==> config.mk <==
export PLATFORM = sky130hd
export DESIGN_NAME = scan_transfer_scheduler
export DESIGN_NICKNAME = d
export VERILOG_FILES = /design/src/rtl/scan_transfer_scheduler_pkg.sv /design/src/rtl/scan_cmd_rx.sv /design/src/rtl/scan_transfer_scheduler.sv
export SDC_FILE = /design/constraint.sdc
export NUM_CORES = 1
export LEC_CHECK = 0
export BUFFER_PORTS_ARGS = -buffer_cell sky130_fd_sc_hd__buf_4
export CAP_MARGIN = 20
export CELL_PAD_IN_SITES_DETAIL_PLACEMENT = 0
export CELL_PAD_IN_SITES_GLOBAL_PLACEMENT = 1
export CORE_ASPECT_RATIO = 0.6
export CORE_MARGIN = 5
export CORE_UTILIZATION = 38
export DETAILED_ROUTE_END_ITERATION = 10
export PLACE_DENSITY_LB_ADDON = 0.1
export SLEW_MARGIN = 30
export SYNTH_ARGS = -nofsm -noshare
export SYNTH_HDL_FRONTEND = slang
export SYNTH_SLANG_ARGS = --single-unit
==> constraint.sdc <==
create_clock -name clk -period 2.9 [get_ports clk]
set_clock_uncertainty 0.2 [all_clocks]
set_input_delay 0.58 -clock clk [delete_from_list [all_inputs] [get_ports clk]]
set_output_delay 0.58 -clock clk [all_outputs]
set_load 0.05 [all_outputs]
==> src/rtl/scan_transfer_scheduler_pkg.sv <==
// Shared command codes, link command encodings and FSM state type for the
// scanner ping-pong transfer scheduler.
package scan_pkg;

  localparam logic [7:0] CMD_READY = 8'd2;
  localparam logic [7:0] CMD_START = 8'd3;
  localparam logic [7:0] CMD_FULL  = 8'd4;
  localparam logic [7:0] CMD_DATA  = 8'd7;

  localparam logic [1:0] LT_NONE    = 2'b00;
  localparam logic [1:0] LT_START   = 2'b01;
  localparam logic [1:0] LT_RELEASE = 2'b10;

  typedef enum logic [2:0] {
    ST_IDLE,
    ST_SCAN,
    ST_OVERLAP,
    ST_GRANT,
    ST_XFER_DATA,
    ST_RELEASE
  } state_t;

  function automatic logic is_known_code(input logic [7:0] code);
    return (code == CMD_READY) || (code == CMD_START) ||
           (code == CMD_FULL)  || (code == CMD_DATA);
  endfunction

endpackage

==> src/rtl/scan_cmd_rx.sv <==
// Serial-to-byte receiver for one scanner stream: LSB first, 8 bits per frame,
// frame_vld pulses for one cycle after the eighth bit is captured.
module scan_cmd_rx (
  input  logic       clk,
  input  logic       rst,
  input  logic       bit_vld,
  input  logic       bit_in,
  output logic       frame_vld,
  output logic [7:0] frame_byte
);

  logic [6:0] shift_p0;
  logic [2:0] cnt_p0;

  // Bit capture -> completed frame
  always_ff @(posedge clk) begin
    if (rst) begin
      shift_p0   <= '0;
      cnt_p0     <= '0;
      frame_vld  <= 1'b0;
      frame_byte <= '0;
    end else begin
      frame_vld <= 1'b0;
      if (bit_vld) begin
        cnt_p0 <= cnt_p0 + 3'd1;
        if (cnt_p0 == 3'd7) begin
          frame_vld  <= 1'b1;
          frame_byte <= {bit_in, shift_p0};
        end else begin
          shift_p0[cnt_p0] <= bit_in;
        end
      end
    end
  end

endmodule

==> src/rtl/scan_transfer_scheduler.sv <==
// Ping-pong scheduler for two scanners sharing one transfer link: issues
// start/release commands, grants the link and forwards data bytes to the station.
module scan_transfer_scheduler
  import scan_pkg::*;
#(
  parameter int TIMEOUT_CYCLES = 255
) (
  input  logic       clk,
  input  logic       rst,
  input  logic       startReq,
  input  logic       stopReq,
  input  logic [1:0] scanBitValid,
  input  logic [1:0] scanBit,
  output logic [1:0] localTransferOut0,
  output logic [1:0] localTransferOut1,
  output logic [1:0] readyForTransfer,
  output logic       dataValid,
  output logic [7:0] dataByte,
  output logic       dataSrc,
  output logic       busy,
  output logic       protoErr
);

  localparam logic [7:0] TMO_LAST = 8'(TIMEOUT_CYCLES - 1);

  logic [1:0] fv;
  logic [7:0] fb [2];

  scan_cmd_rx u_rx0 (.clk(clk), .rst(rst), .bit_vld(scanBitValid[0]), .bit_in(scanBit[0]),
                     .frame_vld(fv[0]), .frame_byte(fb[0]));
  scan_cmd_rx u_rx1 (.clk(clk), .rst(rst), .bit_vld(scanBitValid[1]), .bit_in(scanBit[1]),
                     .frame_vld(fv[1]), .frame_byte(fb[1]));

  state_t     state, state_nxt;
  logic       cur, cur_nxt, oth;
  logic [1:0] started, started_nxt;
  logic [1:0] pend, pend_nxt;
  logic       stop_l, stop_nxt;
  logic [7:0] tcnt;
  logic       in_link, timeout;
  logic [1:0] lt_nxt [2];
  logic       dv_nxt, src_nxt, err_nxt;
  logic [7:0] byte_nxt;

  assign oth     = ~cur;
  assign in_link = (state == ST_GRANT) || (state == ST_XFER_DATA);
  assign timeout = in_link && (tcnt == TMO_LAST);
  assign busy    = (state != ST_IDLE);

  always_comb begin
    state_nxt   = state;
    cur_nxt     = cur;
    started_nxt = started;
    pend_nxt    = pend;
    stop_nxt    = stop_l;
    lt_nxt[0]   = LT_NONE;
    lt_nxt[1]   = LT_NONE;
    dv_nxt      = 1'b0;
    byte_nxt    = dataByte;
    src_nxt     = dataSrc;
    err_nxt     = protoErr;

    // The idle scanner may only report "full" (queued) or "80 %" (ignored).
    if (fv[oth]) begin
      if (fb[oth] == CMD_FULL)       pend_nxt[oth] = 1'b1;
      else if (fb[oth] != CMD_READY) err_nxt = 1'b1;
    end
    if (fv[cur] && (state != ST_XFER_DATA) && !is_known_code(fb[cur])) err_nxt = 1'b1;
    if (stopReq && (state != ST_IDLE)) stop_nxt = 1'b1;

    case (state)
      ST_IDLE: begin
        if (startReq) begin
          lt_nxt[cur]      = LT_START;
          started_nxt[cur] = 1'b1;
          state_nxt        = ST_SCAN;
        end
      end
      ST_SCAN: begin
        if (fv[cur] && (fb[cur] == CMD_START)) begin
          lt_nxt[oth]      = LT_START;
          started_nxt[oth] = 1'b1;
          state_nxt        = ST_OVERLAP;
        end else if (fv[cur] && (fb[cur] == CMD_FULL)) begin
          state_nxt = ST_GRANT;
        end
      end
      ST_OVERLAP: begin
        if (fv[cur] && (fb[cur] == CMD_FULL)) state_nxt = ST_GRANT;
      end
      ST_GRANT: begin
        if (timeout) begin
          err_nxt   = 1'b1;
          state_nxt = ST_RELEASE;
        end else if (fv[cur] && (fb[cur] == CMD_DATA)) begin
          state_nxt = ST_XFER_DATA;
        end
      end
      ST_XFER_DATA: begin
        if (timeout) begin
          err_nxt   = 1'b1;
          state_nxt = ST_RELEASE;
        end else if (fv[cur]) begin
          dv_nxt    = 1'b1;
          byte_nxt  = fb[cur];
          src_nxt   = cur;
          state_nxt = ST_RELEASE;
        end
      end
      ST_RELEASE: begin
        lt_nxt[cur]      = LT_RELEASE;
        cur_nxt          = oth;
        started_nxt[cur] = 1'b0;
        if (stop_l || !started[oth]) begin
          started_nxt = '0;
          stop_nxt    = 1'b0;
          state_nxt   = ST_IDLE;
        end else if (pend_nxt[oth]) begin
          pend_nxt[oth] = 1'b0;
          state_nxt     = ST_GRANT;
        end else begin
          state_nxt = ST_SCAN;
        end
      end
      default: state_nxt = ST_IDLE;
    endcase
  end

  // Control and output registers
  always_ff @(posedge clk) begin
    if (rst) begin
      state             <= ST_IDLE;
      cur               <= 1'b0;
      started           <= '0;
      pend              <= '0;
      stop_l            <= 1'b0;
      tcnt              <= '0;
      localTransferOut0 <= LT_NONE;
      localTransferOut1 <= LT_NONE;
      readyForTransfer  <= '0;
      dataValid         <= 1'b0;
      dataByte          <= '0;
      dataSrc           <= 1'b0;
      protoErr          <= 1'b0;
    end else begin
      state             <= state_nxt;
      cur               <= cur_nxt;
      started           <= started_nxt;
      pend              <= pend_nxt;
      stop_l            <= stop_nxt;
      tcnt              <= in_link ? tcnt + 8'd1 : 8'd0;
      localTransferOut0 <= lt_nxt[0];
      localTransferOut1 <= lt_nxt[1];
      readyForTransfer  <= (state_nxt == ST_GRANT) ? (cur_nxt ? 2'b10 : 2'b01) : 2'b00;
      dataValid         <= dv_nxt;
      dataByte          <= byte_nxt;
      dataSrc           <= src_nxt;
      protoErr          <= err_nxt;
    end
  end

endmodule

==> reports/summary.txt <==
status -> finished clean
Boundary Pins -> 26
Final Slew Violations -> 0
reg2reg setup slack -> 430 ps
Hold Fails Final Rpt -> 0
Max stage delay on crit path -> 520 ps
final setup fails -> 0
hold_buf cts -> 0
worst path arrival time -> 2480 ps
Post-synth EDFFs -> 0
Starting Density -> 39.05%
Worst-Margin Slew -> 623.0 ps
pre-CTS WS -> 481.0 ps
Pwr per Cell Area -> 581.2 nW/um2
asr flop ratio synth -> 0%
Synth cell types -> 50
setup slack after layout -> 432.4 ps
post-CTS resize count -> 0
H-tree depth -> 3
Mapped Avg Cell Area -> 8.805 um2
Critical-path top delay cell -> nor4b_1
startpoint type of the worst setup path -> flip-flop
Synth Area in XOR/XNOR -> 2.632%
Buf/Inv on CP -> 1
Synth area leaders -> dfxtp_1 43%, mux2i_1 7.8%, nor2_1 6.2%
crit share post-route -> 85.09%
final worst path period need -> 2468 ps
drt pass-1 iters -> 4
worst vdd ir -> 0.3095 mV
Slew headroom -> 58.47%
CTS Buf Count -> 9
die span in x -> 130.8 um
post-synthesis mux area share -> 8.835%
register clock-pin slew on the reported worst setup and hold paths -> 60 ps
clock latency on the worst-skew pair -> 340 ps
Layout area overhead -> 15.30%
WL final -> 7621 um
unrepaired setup endpoints after global routing -> no
clk sink count -> 72
WL/cell -> 14.94 um
largest net degree at the start of global routing -> 60
initial antenna violation count -> 0
largest family of logic cells by synthesized area -> simple AND/OR/NAND/NOR gates
mapped cell area -> 3328 um2
crit-path leading delay family -> compound AO/OA/AOI/OAI gates
crit-path max FO -> 33
Post-CTS Setup Bufs -> 0
adder-cell share of the synthesized area -> 3.008%
Die Y -> 82.49 um
Worst setup EP type -> flip-flop
Simple-Gate Fraction of Synth Area -> 25.26%
HP Class -> flip-flop to flip-flop
layout cells sized above 1 -> 12.31%
Max Fclk -> 0.4052 GHz
# nets final -> 410
core area -> 8523 um2
Syn. warnings -> 0
Detail Route Antenna Nets -> 0
share of the synthesized area in the top cell type -> 43.31%
Seq/Total Area, Yosys -> 43.31%
Leakage -> 1.407 nW
WP data required -> 2910 ps
flop and latch count out of synthesis -> 72
hpwl dp -> 5262 um
clock tree buffer depth -> 2
global-route usage over all layers -> 15.65%
Root Driver -> clkbuf_16
Gate Count Post-Synth -> 378
die area -> 10,790 um2
via count -> 2,692
TritonCTS clock tree -> yes
grt ovf -> 0
first-pass GRT wire length -> 12,830 um
row cnt -> 26
Critical Path, Cell by Cell -> buf_12, mux2i_4, o22ai_2, a221o_1, nor4b_1, a211o_1, nor3_1
Compound-Gate Fraction of Synth Area -> 12.07%
PortBufs -> 25
detailed-route DRC error count -> 0
CP Class -> flip-flop to flip-flop
Final Wtd Congestion -> 0.7986
max cap viols -> 0
Post-synth top flop -> dfxtp_1
diodes inserted -> 0
via density per instance -> 5.278
vias in the first global route -> 2,549
post-synthesis net count -> 394
Yosys top cell by area -> dfxtp_1
Setup TNS -> 0 ps
DRT iter0 DRCs -> 105
## routing by layer
| layer | part of all wire, % | vias to the layer above | wire [um] | global-route usage, % |
|---|---|---|---|---|
| met4 | 1.5 | 0 | 113 | 5.647 |
| met2 | 36 | 58 | 2763 | 20.24 |
| met5 | 0 | - | 0 | 0 |
| li1 | - | 1370 | - | - |
| met3 | 6.1 | 9 | 462 | 5.527 |
| met1 | 56 | 1255 | 4281 | 23.34 |
## metrics by stage
| step | instances | utilization [%] | area (um2) | hold WS, ps | power, mW |
|---|---|---|---|---|---|
| 3_3_place_gp | 495 | 41.66 | 3551 | 248.7 | 1.176 |
| 4_1_cts | 510 | 45.02 | 3837 | 260.9 | 2.264 |
| 6_report | 510 | 45.02 | 3837 | 255.6 | 2.230 |
| 2_1_floorplan | 378 | - | 3328 | 236.6 | 1.144 |
| 3_5_place_dp | 495 | 41.66 | 3551 | 253.7 | 1.178 |
| 5_1_grt | 510 | 45.02 | 3837 | 284.5 | 2.329 |
## worst register-to-register path, stage by stage, from the launching register on
cell	delay, ps
dfxtp_1	350
buf_12	210
mux2i_4	350
o22ai_2	120
a221o_1	330
nor4b_1	520
a211o_1	210
nor3_1	60
## cell families (layout without fill, tap and decap cells)
group	Yosys count	in the layout
simple gates	167	167
flops	72	72
compound gates	63	63
buf+inv	30	50
mux	28	28
xor+xnor	10	10
fa+ha+maj	8	8
## final cells by class
cell class,instances,area [um2]
clock buffer,9,225.2
clock inverter,6,61.31
fill,862,4686
inverter,8,30.03
multi-input combinational,276,1724
sequential,72,1441
tap,112,140.1
timing repair buffer,27,215.2
## cell usage after synthesis (3+ instances only)
master    instances
dfxtp_1          72
nor2_1           55
nand2_1          34
a21oi_1          32
nand3_1          27
mux2i_1          26
a211oi_1         10
clkbuf_1         10
nand3b_1          9
ha_1              8
inv_1             7
nor3_1            7
nor3b_1           7
xor2_1            7
buf_6             6
nand2b_1          5
o21ai_0           5
buf_1             4
a31oi_1           3
and2_1            3
and3_1            3
nand4_1           3
nand4b_1          3
xnor2_1           3
## flip-flops by register name, indices dropped and copies added (netlist names)
| name | cells |
|---|---|
| protoErr | 1 |
| pend | 2 |
| stop_l | 1 |
| u_rx0.cnt_p0 | 3 |
| localTransferOut1 | 2 |
| started | 2 |
| cur | 1 |
| u_rx1.frame_vld | 1 |
| localTransferOut0 | 2 |
| u_rx0.shift_p0 | 7 |
| dataSrc | 1 |
| u_rx1.frame_byte | 8 |
| state | 3 |
| readyForTransfer | 2 |
| u_rx1.shift_p0 | 7 |
| u_rx0.frame_byte | 8 |
| dataValid | 1 |
| u_rx1.cnt_p0 | 3 |
| tcnt | 8 |
| u_rx0.frame_vld | 1 |
| dataByte | 8 |
## worst paths after layout
check | cells after the start | endpoint | from
worst max-delay path | 7 | readyForTransfer[1]$_SDFF_PP0_ | cur$_SDFF_PP0_
worst max register to register | 7 | readyForTransfer[1]$_SDFF_PP0_ | cur$_SDFF_PP0_
worst min register to register | 2 | u_rx1.shift_p0[0]$_SDFFE_PP0P_ | u_rx1.shift_p0[0]$_SDFFE_PP0P_
worst min-delay path | 2 | u_rx1.shift_p0[0]$_SDFFE_PP0P_ | u_rx1.shift_p0[0]$_SDFFE_PP0P_
## report_power, final
part	internal [mW]	leakage (nW)	switching, mW
registers	1.01	0.582	0.0223
clock network	0.657	0.141	0.418
logic	0.0480	0.684	0.0773
total	1.71	1.41	0.517
## placed cells by master (no fill, tap or decap), types with 2 or more instances in the layout
cell type | synthesis | layout
a211oi_1 | 10 | 10
a21oi_1 | 32 | 32
a311oi_1 | 2 | 2
a31oi_1 | 3 | 3
and2_1 | 3 | 3
and3_1 | 3 | 3
buf_4 | 1 | 26
clkbuf_16 | 0 | 9
clkinv_2 | 0 | 3
dfxtp_1 | 72 | 72
ha_1 | 8 | 8
inv_1 | 7 | 7
mux2i_1 | 26 | 26
nand2_1 | 34 | 34
nand2b_1 | 5 | 5
nand3_1 | 27 | 27
nand3b_1 | 9 | 9
nand4_1 | 3 | 3
nand4b_1 | 3 | 3
nor2_1 | 55 | 55
nor3_1 | 7 | 7
nor3b_1 | 7 | 7
nor4_1 | 2 | 2
o21ai_0 | 5 | 5
or3b_1 | 2 | 2
xnor2_1 | 3 | 3
xor2_1 | 7 | 7
(Power assumes the default switching activity.)
